`src/rtl/alu_pkg.sv`:
```
// Shared op codes and controller state encoding for the ALU sharing controller.
package alu_pkg;

   localparam logic [2:0] OP_NOTA = 3'b000;
   localparam logic [2:0] OP_ADD  = 3'b001;
   localparam logic [2:0] OP_AND  = 3'b010;
   localparam logic [2:0] OP_OR   = 3'b011;
   localparam logic [2:0] OP_XOR  = 3'b100;
   localparam logic [2:0] OP_ROTC = 3'b101;
   localparam logic [2:0] OP_ZERO = 3'b110;
   localparam logic [2:0] OP_ONES = 3'b111;

   typedef enum logic [1:0] {
      IDLE = 2'd0,
      WAIT = 2'd1,
      RESP = 2'd2
   } share_state_t;

endpackage

```
`src/rtl/alu_share_ctrl_rr_arb2.sv`:
```
// Two-way round-robin grant decode; the pointer register lives in the caller.
module rr_arb2 (
   input  logic valid0,
   input  logic valid1,
   input  logic rr_ptr,
   output logic gnt_valid,
   output logic gnt_id
);

   // Pointer only matters on a tie; a lone requester always wins.
   assign gnt_valid = valid0 | valid1;
   assign gnt_id    = (valid0 & valid1) ? rr_ptr : valid1;

endmodule

```
`src/rtl/alu_share_ctrl.sv`:
```
// Shares one registered ALU between two valid/ready requesters with round-robin arbitration.
// state | meaning
// IDLE  | arbitrating; the grantee is accepted this cycle
// WAIT  | operands issued, counting out the ALU register latency
// RESP  | response held on rsp[gnt_id] until its requester consumes it
module alu_share_ctrl
   import alu_pkg::*;
#(
   parameter int WIDTH   = 4,
   parameter int ALU_LAT = 1,
   parameter int CNT_W   = 8
) (
   input  logic             clock,
   input  logic             reset,
   input  logic             req0_valid,
   output logic             req0_ready,
   input  logic [2:0]       req0_op,
   input  logic [WIDTH-1:0] req0_a,
   input  logic [WIDTH-1:0] req0_b,
   input  logic             req0_cin,
   input  logic             req1_valid,
   output logic             req1_ready,
   input  logic [2:0]       req1_op,
   input  logic [WIDTH-1:0] req1_a,
   input  logic [WIDTH-1:0] req1_b,
   input  logic             req1_cin,
   output logic             rsp0_valid,
   input  logic             rsp0_ready,
   output logic             rsp1_valid,
   input  logic             rsp1_ready,
   output logic [WIDTH-1:0] rsp_result,
   output logic             rsp_cout,
   output logic [2:0]       alu_sel,
   output logic [WIDTH-1:0] alu_a,
   output logic [WIDTH-1:0] alu_b,
   output logic             alu_cin,
   input  logic [WIDTH-1:0] alu_result,
   input  logic             alu_cout,
   output logic             busy,
   output logic [CNT_W-1:0] ops_done
);

   localparam int WCNT_W = (ALU_LAT < 1) ? 1 : $clog2(ALU_LAT + 1);

   share_state_t     state_q, state_d;
   logic             rr_ptr_q, rr_ptr_d;
   logic             gnt_id_q, gnt_id_d;
   logic [WCNT_W-1:0] wait_cnt_q, wait_cnt_d;
   logic [2:0]       alu_sel_q, alu_sel_d;
   logic [WIDTH-1:0] alu_a_q, alu_a_d;
   logic [WIDTH-1:0] alu_b_q, alu_b_d;
   logic             alu_cin_q, alu_cin_d;
   logic             rsp0_valid_q, rsp0_valid_d;
   logic             rsp1_valid_q, rsp1_valid_d;
   logic [WIDTH-1:0] rsp_result_q, rsp_result_d;
   logic             rsp_cout_q, rsp_cout_d;
   logic [CNT_W-1:0] ops_done_q, ops_done_d;
   logic             busy_q, busy_d;

   logic gnt_valid;
   logic gnt_id;
   logic accept;
   logic rsp_take;

   rr_arb2 u_arb (
      .valid0    (req0_valid),
      .valid1    (req1_valid),
      .rr_ptr    (rr_ptr_q),
      .gnt_valid (gnt_valid),
      .gnt_id    (gnt_id)
   );

   // Ready is masked during reset so no handshake is ever seen while state is being cleared.
   assign accept     = ~reset & (state_q == IDLE) & gnt_valid;
   assign req0_ready = accept & ~gnt_id;
   assign req1_ready = accept & gnt_id;
   assign rsp_take   = gnt_id_q ? rsp1_ready : rsp0_ready;

   always_comb begin
      state_d      = state_q;
      rr_ptr_d     = rr_ptr_q;
      gnt_id_d     = gnt_id_q;
      wait_cnt_d   = wait_cnt_q;
      alu_sel_d    = alu_sel_q;
      alu_a_d      = alu_a_q;
      alu_b_d      = alu_b_q;
      alu_cin_d    = alu_cin_q;
      rsp0_valid_d = rsp0_valid_q;
      rsp1_valid_d = rsp1_valid_q;
      rsp_result_d = rsp_result_q;
      rsp_cout_d   = rsp_cout_q;
      ops_done_d   = ops_done_q;
      case (state_q)
         IDLE: begin
            if (gnt_valid) begin
               alu_sel_d  = gnt_id ? req1_op  : req0_op;
               alu_a_d    = gnt_id ? req1_a   : req0_a;
               alu_b_d    = gnt_id ? req1_b   : req0_b;
               alu_cin_d  = gnt_id ? req1_cin : req0_cin;
               wait_cnt_d = WCNT_W'(ALU_LAT);
               gnt_id_d   = gnt_id;
               rr_ptr_d   = ~gnt_id;
               state_d    = WAIT;
            end
         end
         WAIT: begin
            if (wait_cnt_q != '0) begin
               wait_cnt_d = wait_cnt_q - WCNT_W'(1);
            end else begin
               rsp_result_d = alu_result;
               rsp_cout_d   = alu_cout;
               rsp0_valid_d = ~gnt_id_q;
               rsp1_valid_d = gnt_id_q;
               state_d      = RESP;
            end
         end
         RESP: begin
            if (rsp_take) begin
               rsp0_valid_d = 1'b0;
               rsp1_valid_d = 1'b0;
               ops_done_d   = ops_done_q + CNT_W'(1);
               state_d      = IDLE;
            end
         end
         default: state_d = IDLE;
      endcase
      busy_d = (state_d != IDLE);
   end

   always_ff @(posedge clock) begin
      if (reset) begin
         state_q      <= IDLE;
         rr_ptr_q     <= 1'b0;
         gnt_id_q     <= 1'b0;
         wait_cnt_q   <= '0;
         alu_sel_q    <= OP_ZERO;
         alu_a_q      <= '0;
         alu_b_q      <= '0;
         alu_cin_q    <= 1'b0;
         rsp0_valid_q <= 1'b0;
         rsp1_valid_q <= 1'b0;
         rsp_result_q <= '0;
         rsp_cout_q   <= 1'b0;
         ops_done_q   <= '0;
         busy_q       <= 1'b0;
      end else begin
         state_q      <= state_d;
         rr_ptr_q     <= rr_ptr_d;
         gnt_id_q     <= gnt_id_d;
         wait_cnt_q   <= wait_cnt_d;
         alu_sel_q    <= alu_sel_d;
         alu_a_q      <= alu_a_d;
         alu_b_q      <= alu_b_d;
         alu_cin_q    <= alu_cin_d;
         rsp0_valid_q <= rsp0_valid_d;
         rsp1_valid_q <= rsp1_valid_d;
         rsp_result_q <= rsp_result_d;
         rsp_cout_q   <= rsp_cout_d;
         ops_done_q   <= ops_done_d;
         busy_q       <= busy_d;
      end
   end

   assign alu_sel    = alu_sel_q;
   assign alu_a      = alu_a_q;
   assign alu_b      = alu_b_q;
   assign alu_cin    = alu_cin_q;
   assign rsp0_valid = rsp0_valid_q;
   assign rsp1_valid = rsp1_valid_q;
   assign rsp_result = rsp_result_q;
   assign rsp_cout   = rsp_cout_q;
   assign ops_done   = ops_done_q;
   assign busy       = busy_q;

endmodule

```
`config.mk`:
```
export PLATFORM = sky130hd
export DESIGN_NAME = alu_share_ctrl
export DESIGN_NICKNAME = d
export VERILOG_FILES = /design/src/rtl/alu_pkg.sv /design/src/rtl/alu_share_ctrl_rr_arb2.sv /design/src/rtl/alu_share_ctrl.sv
export SDC_FILE = /design/constraint.sdc
export NUM_CORES = 1
export LEC_CHECK = 0
export ABC_CLOCK_PERIOD_IN_PS = 1900
export BUFFER_PORTS_ARGS = -buffer_cell sky130_fd_sc_hd__buf_2
export CAP_MARGIN = 15
export CORE_UTILIZATION = 28
export CTS_BUF_LIST = sky130_fd_sc_hd__clkbuf_2 sky130_fd_sc_hd__clkbuf_4 sky130_fd_sc_hd__clkbuf_8
export DETAILED_ROUTE_END_ITERATION = 8
export SETUP_SLACK_MARGIN = 0.3
export SLEW_MARGIN = 20
export SYNTH_ARGS = -nofsm -noshare
export SYNTH_HDL_FRONTEND = slang
export SYNTH_HIERARCHICAL = 1
export SYNTH_SLANG_ARGS = --single-unit
```
`constraint.sdc`:
```
create_clock -name clock -period 1.9 [get_ports clock]
set_clock_uncertainty 0.15 [all_clocks]
set_input_delay 0.38 -clock clock [delete_from_list [all_inputs] [get_ports clock]]
set_output_delay 0.38 -clock clock [all_outputs]
set_load 0.005 [all_outputs]
```
Yosys cells after proc, flatten, opt, wreduce, memory -nomap -nowiden
Index checks and enable logic that the tools add are counted.

word-level totals
  word-level logic and storage cells = 58
  RAM bits = 0
  bits in latches = 0
  memory bits (read-only) = 0
  register bits = 33
  memories kept = 0
  output and inout bits = 30

operators by class
  bitwise operators = 10
  $mul = 0
  magnitude comparators = 0
  shifts and indexed selects = 0
  equality and inequality tests = 5
  multiplexer cells = 18
  reductions and logical operators = 9
  div/mod/pow operators = 0
  add/subtract/negate cells = 2

operators with widths
  cell                                                  count
  adder 8 x 1 -> 8 bit (second input constant)          1
  2-to-1 mux 1 bit                                      8
  2-to-1 mux 4 bit                                      2
  AND reduction 2 bit                                   4
  2-to-1 mux 2 bit                                      3
  != test 2 bit (second input constant)                 3
  case mux 1 bit (2 select lines)                       3
  case mux 2 bit (3 select lines)                       1
  nonzero test 2 bit                                    3
  AND 1 bit                                             5
  inverter 1 bit                                        4
  2-to-1 mux 3 bit                                      1
  AND reduction 3 bit                                   1
  equality test 2 x 1 -> 1 bit (second input constant)  1
  equality test 2 bit (second input constant)           1
  logical NOT 2 bit                                     1
  bitwise OR 1 bit                                      1
  subtractor 1 bit (second input constant)              1

Logic depth before layout (Yosys ltp)
  depth after elaboration = 4
  mapped depth = 6

Modules after synthesis
The synthesis kept the hierarchy.

modules (own cells, without submodules)
  module          times used  sequential area each (um^2)  cells each  area an instance (um^2)
  alu_share_ctrl  1           660.6                        159         1457.6
  rr_arb2         1           0.0                          3           17.5

Worst setup path after synthesis
OpenSTA, ideal clock, no wires.

  path kind = input port to output port
  start = in req1_valid
  end = out req1_ready
  slack = 0.162 ns
  data arrival time = 1.208 ns
  required time = 1.370 ns
  stages = 4
  path through = or2_1 or3b_1 buf_2 nor3b_1

between the ends
  word-level cells in the longest chain between the ends = 3

RTL lines
  what                                                  RTL line                                                    text
  from (decl)                                           alu_share_ctrl.sv:21                                        input logic req1_valid,
  bitwise OR 1 bit / AND 1 bit (equally long branches)  alu_share_ctrl_rr_arb2.sv:11, alu_share_ctrl_rr_arb2.sv:12
  AND 1 bit / 2-to-1 mux 1 bit (equally long branches)  alu_share_ctrl.sv:74, alu_share_ctrl_rr_arb2.sv:12
  AND 1 bit *                                           alu_share_ctrl.sv:76                                        assign req1_ready = accept & gnt_id;
  to (decl)                                             alu_share_ctrl.sv:22                                        output logic req1_ready,

Mark *: on every way between the ends. The rest lies on a longest branch, timed or not.

Worst setup path in the final report
  start = reg state_q[1]
  end = out req1_ready

between the ends
  word-level cells in the longest chain between the ends = 4

RTL lines
  what                    RTL line               text
  from (decl)             alu_share_ctrl.sv:45   share_state_t state_q, state_d;
  from (signal assigned)  alu_share_ctrl.sv:147  state_q <= state_d;
  logical NOT 2 bit       alu_share_ctrl.sv:74   assign accept = ~reset & (state_q == IDLE) & gnt_valid;
  AND 1 bit (2 in a row)  alu_share_ctrl.sv:74
  AND 1 bit               alu_share_ctrl.sv:76

Every way passes these cells.

==> impl_metrics.csv <==
group,metric,value,unit
timing,drv_slew,0,
route,dr.pass1.iters,4,
final_layout,seq_area,676,sq um
clock_network,cts-hold-fix-buffers,0,
yosys,synthDistinctLibCells,34,
route,drt_iter0_drc,60,
setup_path,required,1370,ps
pwr,p_seq_frac,0.440,
yosys,post-synth-top-count-cell,"dfxtp_1",
worst_hold_path,hp-class,"in2reg",
final_layout,multi_input_area,820,sq um
pwr,ir_drop,0.339,mV
yosys,netlist_instances,162,
clock_network,cts_tree,"built",
clock_network,htreeDepth,2,
global_route,grt_first_pass_wirelength,5690,um
final_layout,nets,275,
run,maxCapViolCount,0,
timing,setup_viol,0,
global_route,grt_overflow_total,0,
pwr,p_comb_frac,0.234,
placed_design,place_congestion,0.728,
setup_path,crit_type,"reg2out",
clock_network,cts.clk_slew.worst_paths,70,ps
yosys,avgSynthCellArea,9.11,sq um
clock_network,clk_path_buf_depth,2,
timing,max_freq,541,MHz
route,drcViolationCount,0,
die,start_util,0.291,
clock_network,cts_inserted_buffers,5,
pwr,p_leak,0.00100,uW
setup_path,critPathMaxFanout,3,
die,ios,65,
yosys,synthTopCellsByCount,"33 x dfxtp_1, 19 x a21oi_1, 16 x nand2_1",
route,vias_per_cell,4.62,
placed_design,placedCellCount,296,
route,vias,1431,
final_layout,nFillCells,523,
placed_design,dp_hpwl,2460,um
setup_path,cp-start-kind,"flop",
yosys,postSynth.asyncResetShare,0,
pwr,switchingPower,486,uW
timing,timing.final.crit_share,0.973,
die,dieWidth,74.6,um
setup_path,path_buf_inv,1,
pwr,power_density,811,nW/um^2
yosys,syn_area,1480,sq um
yosys,synth_top_flop_cell,"dfxtp_1",
final_layout,drive_gt1_frac,0.479,
yosys,synth_warnings,6,
outcome,status,"complete, no violations",
die,core,5070,sq um
yosys,synth-seq-cells,33,
global_route,grt_pass1_vias,1231,
global_route,grtUsageTotal,0.138,
die,fp.dieH,74.6,um
pwr,swShare,0.271,
setup_path,crit_path_top_delay_cell,"or3b_4",
yosys,synth_top_area_frac,0.448,
yosys,ys_seq_area_frac,0.448,
yosys,synth_top_area_cell,"dfxtp_1",
final_layout,area_delta_synth_final,50.3,%
yosys,yosys-top-cells-area,"dfxtp_1 45%, mux2i_1 8.8%, a21oi_1 6.4%",
final_layout,num_antenna_cells,0,
setup_path,cp_cell_sequence,"or3b_4, nor3b_2, buf_2",
die,dieArea,5560,sq um
yosys,synth_edf_count,0,
setup_path,critical_path_arrival,1320,ps
global_route,grt_max_degree,23,
timing,slew_headroom,0.675,
pwr,power.internal,1310,uW
pwr,clockPowerShare,0.327,
final_layout,layout.cells.non_filler,310,
timing,whs,174,ps
timing,layout_min_cycle_time,1850,ps
route,ant_nets,0,
clock_network,root_buffer,"clkbuf_8",
route,wl_per_cell,11.7,um
timing,finalHoldViolCount,0,
global_route,antenna_found_initial,0,
setup_path,endpoint_kind,"output port",
clock_network,clk_latency,280,ps
timing,max_slew.worst_pin.slew,485,ps
yosys,synth_nets,198,
setup_path,cp_slowest_stage_delay,410,ps
timing,rsz0062_at_grt,"true",
die,floorplan.rows,26,
route,drt_wl_total,3630,um
setup_path,cp_top_family,"simple AND/OR/NAND/NOR gates",
placed_design,portBuffers,64,
clock_network,cts.sinks,33,
-- per-layer routing --
metal,track usage,wire (um),vias up
met5,0,0,-
met4,0.0566,54,0
met3,0.0528,250,6
met2,0.204,1590,55
met1,0.180,1740,635
li1,-,-,735
-- registers in the layout, summed over array words and instances, names as in the netlist --
register and flops:
rr_ptr_q 1, rsp_cout 1, alu_sel 3, alu_a 4
ops_done 8, busy 1, rsp0_valid 1, gnt_id_q 1
rsp1_valid 1, wait_cnt_q 1, alu_b 4, rsp_result 4
state_q 2, alu_cin 1
-- cell usage in the layout, fill, tap and decap left out, types with 2 or more instances in the layout --
| cell type | count |
|---|---|
| a211o_1 | 2 |
| a211oi_1 | 9 |
| a211oi_2 | 2 |
| a21oi_1 | 17 |
| a21oi_2 | 2 |
| buf_2 | 64 |
| buf_4 | 13 |
| buf_6 | 3 |
| clkbuf_16 | 2 |
| clkbuf_8 | 7 |
| dfxtp_1 | 27 |
| dfxtp_2 | 3 |
| dfxtp_4 | 3 |
| inv_1 | 3 |
| mux2i_1 | 13 |
| nand2_1 | 16 |
| nand2b_1 | 3 |
| nand3b_1 | 2 |
| nor2_1 | 13 |
| nor2b_1 | 2 |
| nor3b_2 | 2 |
| o211ai_1 | 2 |
| o21ai_0 | 4 |
| o31ai_1 | 4 |
| or3_1 | 2 |
| or3b_4 | 2 |
| or4_1 | 2 |
| or4_4 | 2 |
-- stage by stage --
| step | setup slack, ps | instance area, sq um | util | power [uW] | TNS (ps) |
|---|---|---|---|---|---|
| after floorplan | 215 | 1500 | - | 1010 | 0 |
| after global placement | 81.2 | 1950 | 0.384 | 1160 | 0 |
| after detailed placement | 57.4 | 1950 | 0.384 | 1160 | 0 |
| after CTS | 22.9 | 2070 | 0.408 | 1770 | 0 |
| after global routing | -14.0 | 2220 | 0.437 | 1910 | -14.0 |
| final | 51.0 | 2220 | 0.437 | 1800 | 0 |
-- power by group through the flow --
stage	combinational, uW	sequential [uW]	clock (uW)
2_1_floorplan	204	804	0
3_3_place_gp	349	806	0
3_5_place_dp	352	805	0
4_1_cts	363	790	614
5_1_grt	466	799	642
6_report	420	790	587
-- timing repair --
action	in CTS	in global routing
endpoints found under the setup margin	5	24
gates cloned	0	2
pin swaps	2	13
gates resized for setup	6	18
setup buffers	1	3
-- area by class of cell --
| type | count | share of cell area |
|---|---|---|
| inverters | 3 | 0.00508 |
| well taps | 70 | 0.0395 |
| flip-flops and latches | 33 | 0.305 |
| clock inverters | 1 | 0.00226 |
| repair buffers | 83 | 0.235 |
| multi-input cells | 113 | 0.370 |
| clock buffers | 7 | 0.0435 |
-- tightest hold or removal path, cell delays in order --
cell,delay (ps)
buf_2,90
nand2_1,40
a21oi_1,50
-- cell families (layout without fill, tap and decap cells) --
group,Yosys count,in the layout,share of synthesized area
flip-flops,33,33,0.448
AO/OA/AOI/OAI,43,43,0.182
buffers and inverters,16,94,0.0483
AND/OR/NAND/NOR,54,54,0.209
adder cells (fa/ha/maj),1,1,0.00848
multiplexers,15,15,0.105
-- worst paths after layout --
path / cells after the start / end / from / slack, ps
worst max-delay path: 3 / req1_ready / state_q[1]$_SDFF_PP0_ / 50
worst min-delay path: 3 / rsp_result[1]$_SDFFE_PP0P_ / alu_result[1] / 170
worst max register to register: 4 / ops_done[4]$_SDFFE_PP0P_ / gnt_id_q$_SDFFE_PP0P_ / 340
worst min register to register: 2 / rsp_result[1]$_SDFFE_PP0P_ / rsp_result[1]$_SDFFE_PP0P_ / 300
No activity file was read; power rests on OpenSTA's default activity.
